--- src/rtl/bus_arb_rr.sv ---
// Purpose : round-robin arbiter/sequencer for one shared broadcast bus segment;
//           picks one pending driver FIFO, pops one packet, pushes it to its
//           destination terminal (or to every other terminal on broadcast).
// Latency : pndng seen in IDLE cycle n -> pop in n+1 -> push/D_push in n+2 -> IDLE in n+3.
// Backpr. : none on the receive side; senders are throttled by the one-packet-per-3-cycle
//           pop cadence and pndng is only sampled in IDLE.
// Ports   : clk, reset (async, active-low), pndng/D_pop per-terminal FWFT FIFO heads,
//           pop one-hot pop strobe, push/D_push receiver strobes and replicated packet,
//           busy (not IDLE), grant (terminal served / last served), drop_cnt (saturating).
// Option  : BUS_ARB_BCAST_EN enables broadcast delivery; without it the BROADCAST
//           ID is treated as an out-of-range destination and dropped.
module bus_arb_rr #(
   parameter int         DRVRS     = 4,
   parameter int         PCKG_SZ   = 16,
   parameter logic [7:0] BROADCAST = 8'hFF
) (
   input  logic                       clk,
   input  logic                       reset,
   input  logic [DRVRS-1:0]           pndng,
   input  logic [DRVRS*PCKG_SZ-1:0]   D_pop,
   output logic [DRVRS-1:0]           pop,
   output logic [DRVRS-1:0]           push,
   output logic [DRVRS*PCKG_SZ-1:0]   D_push,
   output logic                       busy,
   output logic [$clog2(DRVRS)-1:0]   grant,
   output logic [7:0]                 drop_cnt
);

   localparam int GW = $clog2(DRVRS);

   typedef enum logic [1:0] {
      IDLE = 2'd0,
      POP  = 2'd1,
      PUSH = 2'd2
   } state_t;

   state_t               state_q, state_d;
   logic [GW-1:0]        grant_q;
   logic [GW-1:0]        last_q;
   logic [GW-1:0]        sel;
   logic                 found;
   logic [PCKG_SZ-1:0]   pkt_q;
   logic [PCKG_SZ-1:0]   lane;
   logic [7:0]           drop_q;
   logic [7:0]           dest;
   logic [DRVRS-1:0]     dest_vec;
   logic                 drop;

   // Round-robin search: the smallest distance k (1..DRVRS) past last_q wins,
   // so the last-served terminal is considered only when nobody else is pending.
   always_comb begin
      sel   = grant_q;
      found = 1'b0;
      for (int k = 1; k <= DRVRS; k++) begin
         for (int i = 0; i < DRVRS; i++) begin
            if (!found && pndng[i] && (i == (int'(last_q) + k) % DRVRS)) begin
               found = 1'b1;
               sel   = GW'(i);
            end
         end
      end
   end

   // Head-of-FIFO lane of the granted terminal.
   always_comb begin
      lane = '0;
      for (int i = 0; i < DRVRS; i++) begin
         if (GW'(i) == grant_q) begin
            lane = D_pop[i*PCKG_SZ +: PCKG_SZ];
         end
      end
   end

   // Destination decode; the source terminal never receives its own packet,
   // which makes self-addressed packets decode to an empty vector (a drop).
   assign dest = pkt_q[PCKG_SZ-1 -: 8];

   always_comb begin
      dest_vec = '0;
      for (int i = 0; i < DRVRS; i++) begin
         if (GW'(i) != grant_q) begin
            if (dest == 8'(i)) begin
               dest_vec[i] = 1'b1;
            end
`ifdef BUS_ARB_BCAST_EN
            if (dest == BROADCAST) begin
               dest_vec[i] = 1'b1;
            end
`endif
         end
      end
   end

   assign drop = (state_q == PUSH) && (dest_vec == '0);

   // Next state and strobes.
   always_comb begin
      state_d = state_q;
      pop     = '0;
      push    = '0;
      busy    = (state_q != IDLE);
      case (state_q)
         IDLE: begin
            if (|pndng) begin
               state_d = POP;
            end
         end
         POP: begin
            for (int i = 0; i < DRVRS; i++) begin
               if (GW'(i) == grant_q) begin
                  pop[i] = 1'b1;
               end
            end
            state_d = PUSH;
         end
         PUSH: begin
            push    = dest_vec;
            state_d = IDLE;
         end
         default: begin
            state_d = IDLE;
         end
      endcase
   end

   always_ff @(posedge clk or negedge reset) begin
      if (!reset) begin
         state_q <= IDLE;
      end else begin
         state_q <= state_d;
      end
   end

   // last_q resets to DRVRS-1 so the first search starts at terminal 0.
   always_ff @(posedge clk or negedge reset) begin
      if (!reset) begin
         grant_q <= '0;
         last_q  <= GW'(DRVRS - 1);
         pkt_q   <= '0;
         drop_q  <= '0;
      end else begin
         case (state_q)
            IDLE: begin
               if (|pndng) begin
                  grant_q <= sel;
               end
            end
            POP: begin
               pkt_q <= lane;
            end
            PUSH: begin
               last_q <= grant_q;
               if (drop && (drop_q != 8'hFF)) begin
                  drop_q <= drop_q + 8'd1;
               end
            end
            default: begin
            end
         endcase
      end
   end

   assign D_push   = {DRVRS{pkt_q}};
   assign grant    = grant_q;
   assign drop_cnt = drop_q;

endmodule
--- config.mk ---
export PLATFORM = sky130hd
export DESIGN_NAME = bus_arb_rr
export DESIGN_NICKNAME = d
export VERILOG_FILES = /design/src/rtl/bus_arb_rr.sv
export SDC_FILE = /design/constraint.sdc
export NUM_CORES = 1
export LEC_CHECK = 0
export CORE_MARGIN = 2
export CORE_UTILIZATION = 36
export CTS_BUF_LIST = sky130_fd_sc_hd__clkbuf_8
export CTS_CLUSTER_DIAMETER = 50
export DETAILED_ROUTE_END_ITERATION = 10
export GPL_TIMING_DRIVEN = 0
export PLACE_DENSITY_LB_ADDON = 0.08
export SLEW_MARGIN = 20
export SYNTH_ARGS = -nofsm -noshare
export SYNTH_HDL_FRONTEND = slang
export SYNTH_SLANG_ARGS = --single-unit
--- constraint.sdc ---
create_clock -name clk -period 2 [get_ports clk]
set_clock_uncertainty 0.05 [all_clocks]
set_input_delay 0.4 -clock clk [delete_from_list [all_inputs] [get_ports clk]]
set_output_delay 0.4 -clock clk [all_outputs]
set_load 0.02 [all_outputs]
==> results.sh, run 1 <==
export IMPL_pre_cts_ws_ps=-658
export IMPL_clock_sinks=30
export IMPL_yosysWarnings=0
export IMPL_dp_hpwl_um=5220
export IMPL_cts_buffers=5
export IMPL_mostFrequentLayoutCells="clkdlybuf4s50_1, buf_4, dfrtp_1"
export IMPL_path_cells="or4_4, nor3_4, nand3_2, a211oi_4, buf_6"
export IMPL_reg2reg_to="drop_cnt[4]$_DFFE_PN0P_"
export IMPL_drv_cap=0
export IMPL_via_count=2076
export IMPL_worstMarginPinSlew_ps=687
export IMPL_cp_max_fo=2
export IMPL_cp_end_kind="output pin"
export IMPL_via_per_inst=4.76
export IMPL_dr_pass1_iters=4
export IMPL_syn_inst=186
export IMPL_start_kind="register"
export IMPL_fmax_mhz=426
export IMPL_overflow=0
export IMPL_setup_violations=4
export IMPL_place_congestion=0.744
export IMPL_syn2layout_area_growth_pct=89.2
export IMPL_ys_ff_latch=30
export IMPL_final_max_slew_viol_count=0
export IMPL_rsz0062_at_grt="yes"
export IMPL_netlist_cell_type_count=41
export IMPL_tritoncts="yes"
export IMPL_drive_gt1_share_pct=39.6
export IMPL_slowest_stage="or4_4"
export IMPL_hp_class="in -> async"
export IMPL_synth_nets=257
export IMPL_die_w_um=81.5
export IMPL_layout_setup_ws_ps=-349
export IMPL_min_period_ps=2350
export IMPL_coreArea_um2=5850
export IMPL_nets=431
export IMPL_routedWlPerCell_um=15.2
export IMPL_seq_area_frac_synth_pct=34.8
export IMPL_r2r_start="pkt_q[10]$_DFFE_PN0N_"
export IMPL_finalHoldViolCount=0
export IMPL_period_share_pct=117
export IMPL_ff2ff_path_depth=6
export IMPL_finalPower_mw=7.06
export IMPL_instances_no_fill=436
export IMPL_dpl_cell_count=413
export IMPL_p_leak_nw=1.71
export IMPL_n_antenna_cell=0
export IMPL_grt_use_total_pct=19.5
export IMPL_htree_levels=2
export IMPL_io_pins=153
export IMPL_worstPathRequired_ps=1550
export IMPL_outcome="complete, but fails checks"
export IMPL_antenna_found_initial=0
export IMPL_mostFrequentLayoutCell="clkdlybuf4s50_1"
export IMPL_peakVddDrop_v=0.000982
export IMPL_drtAntennaViolNets=0
export IMPL_synth_area_um2=2160
export IMPL_numPortBuffers=152
export IMPL_routed_wl_um=6640
export IMPL_dieArea_um2=6640
export IMPL_max_stage_delay_ps=560
export IMPL_num_rows=28
export IMPL_power_density_nw_per_um2=1730
export IMPL_initial_core_util_pct=37.0
export IMPL_hold_slack_ps=103
export IMPL_crit_type="reg -> out"
export IMPL_clock_latency_ps=280
export IMPL_reg2reg_slack_ps=60
export IMPL_cts_root_buf="clkbuf_8"
export IMPL_slew_headroom_pct=54.2
export IMPL_syn_area_per_cell_um2=11.6
export IMPL_drt_iter0_markers=66
export IMPL_hold_buffers=0
export IMPL_grt_pass1_vias=2064
export IMPL_path_clk_slew_ps=70
export IMPL_grt_first_pass_wirelength_um=9770
export IMPL_violations="negative setup slack"
export IMPL_die_h_um=81.5
export IMPL_grt_max_degree=31
export IMPL_cp_arrival_ps=1900
export IMPL_drc=0
export IMPL_clockBufferDepth=2
## through the flow
step                      util [%]  TNS [ps]  area (µm²)
after floorplan                  -      -523        2230
after global placement        65.7     -6890        3840
after global routing          69.9     -1540        4090
after CTS                     69.0     -1430        4040
final                         69.9     -1230        4090
after detailed placement      65.6     -4140        3840
## cells in the mapped netlist, drive strengths merged
cell type / instances / share of area (%)
a2111o: 1 / 0.52
a2111oi: 1 / 1.3
a211oi: 2 / 0.69
a21oi: 2 / 0.46
a221oi: 1 / 0.41
a311oi: 1 / 0.41
a31oi: 1 / 0.29
and4: 1 / 0.41
buf: 54 / 18
clkbuf: 2 / 0.35
dfrtp: 28 / 32
dfstp: 2 / 2.4
ha: 1 / 0.58
inv: 6 / 1.0
mux2: 18 / 9.5
mux4: 16 / 17
nand2: 7 / 1.2
nand2b: 1 / 0.29
nand3: 4 / 0.93
nand4: 2 / 0.58
nand4b: 1 / 0.41
nor2: 6 / 1.2
nor2b: 2 / 0.58
nor3: 2 / 0.46
nor3b: 3 / 1.0
nor4: 2 / 0.58
nor4b: 1 / 0.41
o21a: 1 / 0.35
o21ai: 4 / 0.93
o32a: 1 / 0.46
o32ai: 1 / 0.41
or2: 1 / 0.29
or4: 1 / 0.52
xnor2: 6 / 2.8
xor2: 3 / 1.2
## cell families (layout without fill, tap and decap cells)
kind of cell,Yosys count,after routing,synth area share (%)
muxes,34,34,26.2
and+or+nand+nor,34,34,8.85
buffers and inverters,62,237,19.3
adders and majority gates,1,1,0.579
DFF,30,30,34.8
AOI/OAI and AO/OA,16,16,6.19
xor gates and xnor gates,9,9,3.99
## what timing repair did
| action | CTS | global route |
|---|---|---|
| pin swaps | 6 | 2 |
| cloned | 0 | 0 |
| resized for setup | 56 | 7 |
| setup buffers | 8 | 7 |
| endpoints found under the setup margin | 26 | 19 |
| endpoints found under the hold margin | 0 | 0 |
## final cells by class
class                      count  area (µm²)
clock buffer                   5        68.8
tap                           75        93.8
multi-input combinational     94        1060
timing repair buffer         167        1610
clock inverter                 3        40.0
inverter                       6        22.5
buffer                        56         429
sequential                    30         761
fill                         462        1760
## flip-flops by register name, summed over array words and instances (netlist names)
name      cells
drop_cnt      8
grant         2
state_q       2
last_q        2
pkt_q        16
## worst max-delay path, delay by kind of cell, from the launching register on
family                 cells  cell delay, ps
buffers and inverters      1             150
DFF                        1             400
AOI/OAI and AO/OA          1             200
and+or+nand+nor            3             880
## worst max-delay path by stage
| stage | startpoint | endpoint | cells after the start |
|---|---|---|---|
| 6_report | pkt_q[10]$_DFFE_PN0N_ | push[2] | 5 |
| 5_1_grt | pkt_q[10]$_DFFE_PN0N_ | push[3] | 5 |
| 2_1_floorplan | pkt_q[11]$_DFFE_PN0N_ | push[2] | 4 |
| 3_3_place_gp | pkt_q[11]$_DFFE_PN0N_ | push[2] | 5 |
| 4_1_cts | pkt_q[10]$_DFFE_PN0N_ | push[2] | 5 |
| 3_5_place_dp | pkt_q[11]$_DFFE_PN0N_ | push[2] | 5 |
## report_power, final
part           total [mW]  internal [mW]  switching, mW
Sequential           1.31          0.926          0.383
Combinational        5.15           2.92           2.23
Clock               0.599          0.366          0.233
## metal layers
| layer | track usage [%] | routed length, µm |
|---|---|---|
| met1 | 23.3 | 2620 |
| met2 | 33.1 | 3300 |
| met3 | 7.25 | 642 |
| met4 | 4.92 | 75 |
| met5 | 0 | 0 |
(Power assumes the default switching activity.)
==> inputs of run 2 (changes only) <==
CTS_CLUSTER_SIZE = 20   (was not set)
==> results of run 2 <==
The final DEF is identical to that of run 1; final timing and power are the same.
==> inputs of run 3 (changes only) <==
CORE_UTILIZATION = 24   (was 36)
TNS_END_PERCENT = 1   (was not set)
==> run 3 against run 2 <==
  * Final area is essentially flat
  * Power grew 0.22%
  * Largest cell class unchanged
  * Sequential power grew 4%
  * Worst hold slack gained 280 ps
  * Fmax shrank 1.7%
  * Sequential cell count is the same
  * The run still ends with negative setup slack left
  * Via count shrank 3.7%
  * Core utilization shrank 23 points
  * Critical path type unchanged
==> results.sh, run 3 (synthesis gave the netlist of run 1 again) <==
export IMPL_mostFrequentLayoutCells="clkdlybuf4s50_1, buf_4, dfrtp_1"
export IMPL_min_period_ps=2390
export IMPL_drc=0
export IMPL_io_pins=153
export IMPL_regMostFlops="pkt_q"
export IMPL_grt_first_pass_wirelength_um=10600
export IMPL_num_rows=34
export IMPL_dr_pass1_iters=4
export IMPL_grt_use_total_pct=14.0
export IMPL_dieArea_um2=9780
export IMPL_initial_core_util_pct=24.8
export IMPL_drive_gt1_share_pct=39.3
export IMPL_cp_arrival_ps=1940
export IMPL_n_antenna_cell=0
export IMPL_place_congestion=0.731
export IMPL_syn2layout_area_growth_pct=89.1
export IMPL_via_per_inst=4.36
export IMPL_crit_type="reg -> out"
export IMPL_outcome="complete, but fails checks"
export IMPL_pre_cts_ws_ps=-675
export IMPL_routed_wl_um=7050
export IMPL_clockBufferDepth=2
export IMPL_slew_headroom_pct=57.1
export IMPL_start_kind="register"
export IMPL_drv_cap=0
export IMPL_coreArea_um2=8720
export IMPL_design_area_um2=4090
export IMPL_largest_register_ffs=16
export IMPL_worstPathRequired_ps=1550
export IMPL_cp_end_kind="output pin"
export IMPL_worstMarginPinSlew_ps=643
export IMPL_p_leak_nw=1.67
export IMPL_cp_max_fo=2
export IMPL_grt_max_degree=30
export IMPL_peakVddDrop_v=0.000553
export IMPL_finalHoldViolCount=0
export IMPL_antenna_found_initial=0
export IMPL_setup_violations=5
export IMPL_post_route_util_pct=46.9
export IMPL_power_density_nw_per_um2=1730
export IMPL_period_share_pct=119
export IMPL_violations="negative setup slack"
export IMPL_cts_root_buf="clkbuf_8"
export IMPL_die_w_um=98.9
export IMPL_path_clk_slew_ps=70
export IMPL_post_dp_cell_area_um2=3900
export IMPL_cts_buffers=5
export IMPL_routedWlPerCell_um=15.4
export IMPL_rsz0062_at_grt="yes"
export IMPL_hold_slack_ps=388
export IMPL_mostFrequentLayoutCell="clkdlybuf4s50_1"
export IMPL_hp_class="in -> async"
export IMPL_overflow=0
export IMPL_drtAntennaViolNets=0
export IMPL_grt_pass1_vias=1979
export IMPL_layout_setup_ws_ps=-389
export IMPL_dp_hpwl_um=5530
export IMPL_die_h_um=98.9
export IMPL_htree_levels=2
export IMPL_clock_latency_ps=280
export IMPL_fmax_mhz=419
export IMPL_nets=421
export IMPL_numPortBuffers=152
export IMPL_final_max_slew_viol_count=0
export IMPL_via_count=1999
export IMPL_tritoncts="yes"
export IMPL_clock_sinks=30
export IMPL_drt_iter0_markers=32
## run 3: final timing paths
| kind | slack [ps] | start | to | cells after the start |
|---|---|---|---|---|
| max in group asynchronous | 1090 | reset | last_q[1]$_DFFE_PN1P_ | 3 |
| min in group clk | 470 | drop_cnt[0]$_DFFE_PN0P_ | drop_cnt[0]$_DFFE_PN0P_ | 1 |
| max reg2reg | -70 | pkt_q[10]$_DFFE_PN0N_ | drop_cnt[1]$_DFFE_PN0P_ | 5 |
| min | 390 | reset | pkt_q[12]$_DFFE_PN0N_ | 2 |
| min reg2reg | 470 | drop_cnt[0]$_DFFE_PN0P_ | drop_cnt[0]$_DFFE_PN0P_ | 1 |
| max | -390 | pkt_q[10]$_DFFE_PN0N_ | push[2] | 5 |
## run 3: repair_timing
item	in CTS	in global routing
resized for setup	61	6
hold endpoints to repair	1	0
hold buffers	1	0
gates cloned	0	0
endpoints found under the setup margin	36	25
pin swaps	5	1
buffers inserted	2	1
## run 3: layer usage
layer  part of all wire [%]  global-route usage [%]  vias up
li1                       -                       -      950
met1                     42                    18.1      941
met2                     47                    23.2      103
met3                    9.7                    4.47        5
met4                   0.89                    2.85        0
met5                      0                       0        -
## run 3: power breakdown
part / switching, mW / leakage (nW) / internal (mW)
logic: 2.16 / 1.25 / 2.78
clock network: 0.249 / 0.0714 / 0.532
registers: 0.430 / 0.352 / 0.926
## run 3: critical path: stages, from the launching register on
cell      delay, ps
dfrtp_2         420
or4_4           570
nor3_4          170
nand3_2         150
a211oi_4        200
buf_6           150
## run 3: through the flow
stage               std cells  power [mW]  TNS, ps
floorplan                 186        4.23     -523
global placement          446        6.25   -11470
detailed placement        447        6.28    -4840
CTS                       458        7.16    -1870
global route              459        7.48    -2080
finish                    459        7.07    -1470
## run 3: final cells by class
class	instances	area [µm²]
clock buffer	6	82.6
buffer	56	432
inverter	6	22.5
tap	108	135
sequential	30	761
fill	816	4630
clock inverter	2	60.1
timing repair buffer	157	1530
multi-input combinational	94	1060
